[src/rtl/dma_sched_pkg.sv]
// Shared types and helpers for the DMA write scheduler.
// - order_entry_t : {requester id, beat count} held in the grant-order queue
// - id_width()    : index width for a given requester count (minimum 1)
// - rr_find()     : round-robin first-set search starting at a pointer
package dma_sched_pkg;

  localparam int unsigned DefNReq     = 4;
  localparam int unsigned DefLenWidth = 9;
  // Widest request vector rr_find() accepts.
  localparam int unsigned RrMaxReq    = 32;

  function automatic int unsigned id_width(input int unsigned n);
    return (n > 1) ? $clog2(n) : 1;
  endfunction

  localparam int unsigned DefIdWidth = id_width(DefNReq);

  // Order entries are sized by the package widths; the top's N_REQ and
  // CONFIG_LEN_WIDTH must match DefNReq/DefLenWidth.
  typedef struct packed {
    logic [DefIdWidth-1:0]  id;
    logic [DefLenWidth-1:0] len;
  } order_entry_t;

  // First set bit of req[n-1:0] at or after ptr, wrapping modulo n.
  function automatic logic rr_find(input  logic [RrMaxReq-1:0] req,
                                   input  int unsigned         ptr,
                                   input  int unsigned         n,
                                   output int unsigned         idx);
    logic [RrMaxReq-1:0] rot;
    int unsigned         cand;
    rr_find = 1'b0;
    idx     = 0;
    for (int unsigned k = 0; k < RrMaxReq; k++) begin
      if (k < n && !rr_find) begin
        cand = (ptr + k) % n;
        rot  = req >> cand;
        if (rot[0]) begin
          rr_find = 1'b1;
          idx     = cand;
        end
      end
    end
  endfunction

endpackage

[src/rtl/dma_sched_oq.sv]
// Grant-order queue: synchronous FIFO of {id, len} order entries.
// Ports: clk, rst (async, active high), push/push_entry (ignored when full),
// pop (ignored when empty), full, valid (non-empty), head (peek of oldest).
module dma_sched_oq
  import dma_sched_pkg::*;
#(
  parameter int unsigned Depth = 2
) (
  input  logic         clk,
  input  logic         rst,
  input  logic         push,
  input  order_entry_t push_entry,
  input  logic         pop,
  output logic         full,
  output logic         valid,
  output order_entry_t head
);

  localparam int unsigned PtrW = (Depth > 1) ? $clog2(Depth) : 1;
  localparam int unsigned CntW = $clog2(Depth + 1);

  order_entry_t    mem_q [Depth];
  logic [PtrW-1:0] wr_ptr_q, rd_ptr_q;
  logic [CntW-1:0] cnt_q;
  logic            do_push, do_pop;

  function automatic logic [PtrW-1:0] ptr_inc(input logic [PtrW-1:0] p);
    return (p == PtrW'(Depth - 1)) ? '0 : p + 1'b1;
  endfunction

  assign full    = (cnt_q == CntW'(Depth));
  assign valid   = (cnt_q != '0);
  assign head    = mem_q[rd_ptr_q];
  assign do_push = push & ~full;
  assign do_pop  = pop & valid;

  always_ff @(posedge clk or posedge rst) begin
    if (rst) begin
      for (int i = 0; i < Depth; i++) mem_q[i] <= '0;
      wr_ptr_q <= '0;
      rd_ptr_q <= '0;
      cnt_q    <= '0;
    end else begin
      if (do_push) begin
        mem_q[wr_ptr_q] <= push_entry;
        wr_ptr_q        <= ptr_inc(wr_ptr_q);
      end
      if (do_pop) rd_ptr_q <= ptr_inc(rd_ptr_q);
      case ({do_push, do_pop})
        2'b10:   cnt_q <= cnt_q + 1'b1;
        2'b01:   cnt_q <= cnt_q - 1'b1;
        default: cnt_q <= cnt_q;
      endcase
    end
  end

endmodule

[src/rtl/dma_wr_sched.sv]
// Multi-requester front end for the DMA write engine.
// Round-robin arbitrates requester descriptors onto the engine config port,
// records grant order, then steers each requester's stream onto the engine
// data port in grant order for exactly the granted beat count.
// Ports: req_* per-requester descriptor/stream interfaces (packed, slice i =
// requester i); dma_config_* descriptor port; dma_valid_in/dma_data_in/
// dma_ready stream port; grant_id, data_owner, zero_len_drop, idle status.
module dma_wr_sched
  import dma_sched_pkg::*;
#(
  parameter int unsigned N_REQ             = DefNReq,
  parameter int unsigned AXI_ADDR_WIDTH    = 32,
  parameter int unsigned AXI_DATA_WIDTH    = 32,
  parameter int unsigned CONFIG_LEN_WIDTH  = DefLenWidth,
  parameter int unsigned OUTSTANDING_COUNT = 2,
  parameter int unsigned ID_WIDTH          = id_width(N_REQ)
) (
  input  logic                                clk,
  input  logic                                rst,
  input  logic [N_REQ-1:0]                    req_valid,
  output logic [N_REQ-1:0]                    req_ready,
  input  logic [N_REQ*AXI_ADDR_WIDTH-1:0]     req_addr,
  input  logic [N_REQ*CONFIG_LEN_WIDTH-1:0]   req_len,
  input  logic [N_REQ-1:0]                    req_data_valid,
  input  logic [N_REQ*AXI_DATA_WIDTH-1:0]     req_data,
  output logic [N_REQ-1:0]                    req_data_ready,
  output logic                                dma_config_valid,
  input  logic                                dma_config_ready,
  output logic [AXI_ADDR_WIDTH-1:0]           dma_config_addr,
  output logic [CONFIG_LEN_WIDTH-1:0]         dma_config_len,
  input  logic                                dma_config_empty,
  output logic                                dma_valid_in,
  output logic [AXI_DATA_WIDTH-1:0]           dma_data_in,
  input  logic                                dma_ready,
  output logic [ID_WIDTH-1:0]                 grant_id,
  output logic [ID_WIDTH-1:0]                 data_owner,
  output logic                                zero_len_drop,
  output logic                                idle
);

  logic                        found, issue_ok, beat, last_beat;
  int unsigned                 g_idx;
  logic [ID_WIDTH-1:0]         g, hid;
  logic [CONFIG_LEN_WIDTH-1:0] g_len, hlen;
  logic [ID_WIDTH-1:0]         rr_ptr_q, rr_ptr_d, grant_id_q;
  logic [CONFIG_LEN_WIDTH-1:0] beat_cnt_q, beat_cnt_d;
  logic                        zld_q;
  logic                        oq_full, oq_valid, oq_pop;
  order_entry_t                push_entry, head;

  dma_sched_oq #(
    .Depth(OUTSTANDING_COUNT)
  ) u_oq (
    .clk       (clk),
    .rst       (rst),
    .push      (dma_config_valid),
    .push_entry(push_entry),
    .pop       (oq_pop),
    .full      (oq_full),
    .valid     (oq_valid),
    .head      (head)
  );

  // Descriptor arbitration.
  always_comb begin
    found    = rr_find(RrMaxReq'(req_valid), 32'(rr_ptr_q), N_REQ, g_idx);
    g        = ID_WIDTH'(g_idx);
    g_len    = CONFIG_LEN_WIDTH'(req_len >> (g_idx * CONFIG_LEN_WIDTH));
    rr_ptr_d = (g_idx == N_REQ - 1) ? '0 : ID_WIDTH'(g_idx + 1);
    // Gating with rst keeps the handshake outputs low throughout reset.
    issue_ok = ~rst & found & ~oq_full & dma_config_ready;
    req_ready = issue_ok ? (N_REQ'(1) << g) : '0;
    // Engine pushes on valid alone, so valid already includes its ready.
    dma_config_valid = issue_ok & (g_len != '0);
    dma_config_addr  = AXI_ADDR_WIDTH'(req_addr >> (g_idx * AXI_ADDR_WIDTH));
    dma_config_len   = g_len;
    push_entry.id    = DefIdWidth'(g);
    push_entry.len   = DefLenWidth'(g_len);
  end

  // Data steering from the order-queue head.
  always_comb begin
    hid            = ID_WIDTH'(head.id);
    hlen           = CONFIG_LEN_WIDTH'(head.len);
    data_owner     = hid;
    dma_valid_in   = oq_valid & req_data_valid[hid];
    dma_data_in    = AXI_DATA_WIDTH'(req_data >> (32'(hid) * AXI_DATA_WIDTH));
    req_data_ready = (oq_valid & dma_ready) ? (N_REQ'(1) << hid) : '0;
    beat           = dma_valid_in & dma_ready;
    last_beat      = (beat_cnt_q == hlen - 1'b1);
    oq_pop         = beat & last_beat;
    beat_cnt_d     = beat_cnt_q;
    if (beat) beat_cnt_d = last_beat ? '0 : beat_cnt_q + 1'b1;
    idle           = ~oq_valid & dma_config_empty;
  end

  always_ff @(posedge clk or posedge rst) begin
    if (rst) begin
      rr_ptr_q   <= '0;
      grant_id_q <= '0;
      zld_q      <= 1'b0;
      beat_cnt_q <= '0;
    end else begin
      if (issue_ok) begin
        rr_ptr_q   <= rr_ptr_d;
        grant_id_q <= g;
      end
      zld_q      <= issue_ok & (g_len == '0);
      beat_cnt_q <= beat_cnt_d;
    end
  end

  assign grant_id      = grant_id_q;
  assign zero_len_drop = zld_q;

endmodule

[config.mk]
export PLATFORM = sky130hd
export DESIGN_NAME = dma_wr_sched
export DESIGN_NICKNAME = d
export VERILOG_FILES = /design/src/rtl/dma_sched_pkg.sv /design/src/rtl/dma_sched_oq.sv /design/src/rtl/dma_wr_sched.sv
export SDC_FILE = /design/constraint.sdc
export NUM_CORES = 1
export LEC_CHECK = 0
export CAP_MARGIN = 20
export CORE_AREA = 4 4 152 154
export CTS_CLUSTER_SIZE = 40
export DETAILED_ROUTE_END_ITERATION = 8
export DIE_AREA = 0 0 156 158
export SYNTH_ARGS = -nofsm -noshare
export SYNTH_HDL_FRONTEND = slang
export SYNTH_SLANG_ARGS = --single-unit
export TNS_END_PERCENT = 20
[constraint.sdc]
create_clock -name clk -period 2.8 [get_ports clk]
set_clock_uncertainty 0.05 [all_clocks]
set_input_delay 0.56 -clock clk [delete_from_list [all_inputs] [get_ports clk]]
set_output_delay 0.56 -clock clk [all_outputs]
set_load 0.02 [all_outputs]
==> results.md, run 1 <==
* Status: finished with violations
* Failing checks: setup timing
* Peak supply drop at 0.000396 V
* Async SR Flop Fraction at 100%
* Post-Route M1 WL at 7.90 mm
* Post-Synth Adder-Cell Area at 2.01%
* Antenna violations before repair at 7
* # rows at 54
* Count of final setup violators at 33
* Power Density at about 870 nW/um^2
* Die Ht at 158 um
* Seq cells post-synth at 40
* Vias in the first global route at slightly above 6000
* Netlist Area Pre-Place at 4350 sq um
* Mapped Nets at slightly above 800
* Combinational family with the most area after synthesis: multiplexers
* RD Place Congestion at 0.900
* Clock tree buffer depth at 2
* Crit-path max cell delay at approximately 0.52 ns
* Routed Antenna Nets at 0
* DP Cell Count at roughly 1200
* Number of synthesized flops with an enable pin at 0
* Simple-gate area share of the yosys netlist at 26.4%
* Critical Path RT at 2.19 ns
* Post-synth top area share at 23.0%
* Starting Density at 20.0%
* WL/cell at 21.2 um
* # H-tree levels at 2
* Core area at 21700 sq um
* Starting DRT DRC Count at 213
* TNS Setup at -1.78 ns
* Skew-Pair Late Insertion Delay at 0.29 ns
* CTS tree: done
* Worst setup EP type: primary output
* Gate Count Post-Synth at 505
* Critical Path, Cell by Cell: mux2i_2, o22ai_4, nor2_4, buf_12, mux4_2, a21oi_2, nand4bb_4, o21ai_4, inv_2, buf_6
* WL met2 at 15.3 mm
* Largest cells by area after synthesis: dfrtp_1, mux4_2, nand2_1
* Synth cell count leaders: nand2_1, dfrtp_1, and3_1, mux4_2, a31oi_1
* First-pass GRT wire length at 35.8 mm
* Number of vias per cell at 4.70
* Gr usage total at 19.6%
* Crit path DAT at 2.57 ns
* Crit share post-route at 114%
* Slew headroom at between 60% and 70%
* IO Port Bufs at between 300 and 400
* Post-Synth XOR/XNOR Area at roughly 3.6%
* Post-route cell area at 9770 sq um
* Final Hold Fails at 0
* Compound-Gate Fraction of Synth Area at 13.1%
* Syn avg cell area at between 8 and 9 sq um
* Minimum clock period at 3.18 ns
* Layout Nets at 1257
* Leading area contributor after synthesis: dfrtp_1
* Ys flop type: dfrtp_1
* Worst-Margin Slew at 0.578 ns
* Leak pwr at 4.26 nW
* Slowest CP cell: mux4_2
* RSZ-0062 raised after global routing: true
* WS Path Type: reg -> out
* Warnings, synthesis at 0
* Register area share after synthesis at 23.0%
* Met3 WL post-DR at between 2 and 2.5 mm
* Dpl cell area at 9170 sq um
* Cts bufs inserted at 5
* Grt ovf at 0
* Max-slew violation count at 0
* Layout cells sized above 1 at 24.6%
* HP Class: reg -> reg
* I/O pins at 394
* Nature of the critical path startpoint: register
* Cell with the most instances after synthesis: nand2_1
* Area Overhead vs Synth at 125%
* Crit-path max FO at 6
* First-pass DRT Iterations at 6
* Total wire length at between 20 and 30 mm
* DRC at 0
* Unique masters post-synth at 51
* Root Driver: clkbuf_16
* Vias at 5792
* Slack of the critical path at -0.384 ns
* FMAX at 314 MHz
* Die X-Extent at roughly 160 um
* Layout Cells excl Fill at around 1200
* HPWL Detailed at between 20 and 25 mm
* DR top layer: met4
* Largest net degree at the start of global routing at 41
* Die area at 24600 sq um
* Max Cap Violations at 0
* Mux share of post-synthesis cell area at ~27%
* Worst-path clk slew at about 0.060 ns
* Clock sinks at 40
==> state kept, by name, summed over array words and instances (netlist names) <==
signal         flops
u_oq.rd_ptr_q      1
u_oq.cnt_q         2
u_oq.mem_q        22
grant_id           2
zero_len_drop      1
rr_ptr_q           2
u_oq.wr_ptr_q      1
beat_cnt_q         9
==> layout by cell type, fill, tap and decap left out, drive strengths merged, types with 8 or more instances in the layout <==
cell type and count:
a21oi 9, nor2 15, nand2 135, dlymetal6s2s 28, nor3 13, nand2b 8
clkbuf 8, xnor2 13, dfrtp 40, clkdlybuf4s50 308, mux2 10, mux4 36
a22o 14, buf 120, mux2i 27, a31oi 33, and3 36, o21ai 18
==> timing repair <==
| item | in CTS | in global routing |
|---|---|---|
| pin swaps | 7 | 9 |
| hold buffers | 0 | 0 |
| gates cloned | 6 | 0 |
| setup endpoints to repair | 107 | 110 |
| buffers inserted | 4 | 1 |
| gates resized for setup | 280 | 76 |
==> cell type report <==
type	count	area (sq um)
Antenna cell	7	17.5
Clock buffer	5	125
Clock inverter	3	42.5
Fill cell	2106	11900
Inverter	9	51.3
Multi-Input combinational cell	421	3470
Sequential cell	40	1000
Tap cell	280	350
Timing Repair Buffer	468	4710
==> per-stage QoR <==
step | hold slack (ns) | setup slack, ns | power [mW] | util, %
2_1_floorplan | 0.410 | -0.0928 | 4.61 | -
5_1_grt | 0.489 | -0.484 | 9.06 | 45.1
3_3_place_gp | 0.430 | -1.07 | 7.51 | 42.3
3_5_place_dp | 0.435 | -1.12 | 7.53 | 42.3
4_1_cts | 0.452 | -0.467 | 8.56 | 44.3
6_report | 0.454 | -0.384 | 8.52 | 45.1
==> metal layers <==
layer  GRT usage, %  vias to the layer above
met5              0                        -
met4           8.50                        0
met3           5.00                       30
met2           41.7                      293
met1           16.6                     2719
li1               -                     2750
==> kinds of logic (layout without fill, tap and decap cells) <==
logic type	count (synthesis)	count (layout)
muxes	73	73
and+or+nand+nor	238	238
xor gates and xnor gates	18	18
AOI/OAI and AO/OA	85	85
buffers and inverters	44	485
other	0	7
DFF	40	40
adders and majority gates	7	7
==> report_power, final <==
| part | switching [mW] | internal (mW) |
|---|---|---|
| combinational | 3.26 | 3.52 |
| clock | 0.234 | 0.418 |
| sequential | 0.272 | 0.825 |
==> worst paths after layout <==
path                          startpoint               end  slack [ns]  depth (start not counted)
hold / removal             u_oq.mem_q[8]     u_oq.mem_q[8]        0.45                          1
setup reg to reg             rr_ptr_q[1]     u_oq.cnt_q[1]       -0.14                         12
max in group asynchronous            rst       rr_ptr_q[1]        1.42                          4
setup / recovery             rr_ptr_q[1]  dma_config_valid       -0.38                         10
min in group asynchronous            rst     u_oq.cnt_q[0]        0.91                          4
hold reg to reg            u_oq.mem_q[8]     u_oq.mem_q[8]        0.45                          1
==> critical path: cells and delay by family, from the launching register on <==
family                 cells  cell delay, ns
flip-flops                 1            0.41
AO/OA/AOI/OAI              3            0.50
multiplexers               2            0.78
AND/OR/NAND/NOR            2            0.27
buffers and inverters      3            0.32
No activity file was read; power rests on OpenSTA's default activity.
==> inputs of run 2 (changes only) <==
- GPL_ROUTABILITY_DRIVEN: unset -> 0
==> results of run 2 <==
Final layout, timing and power as in run 1 (identical DEF).
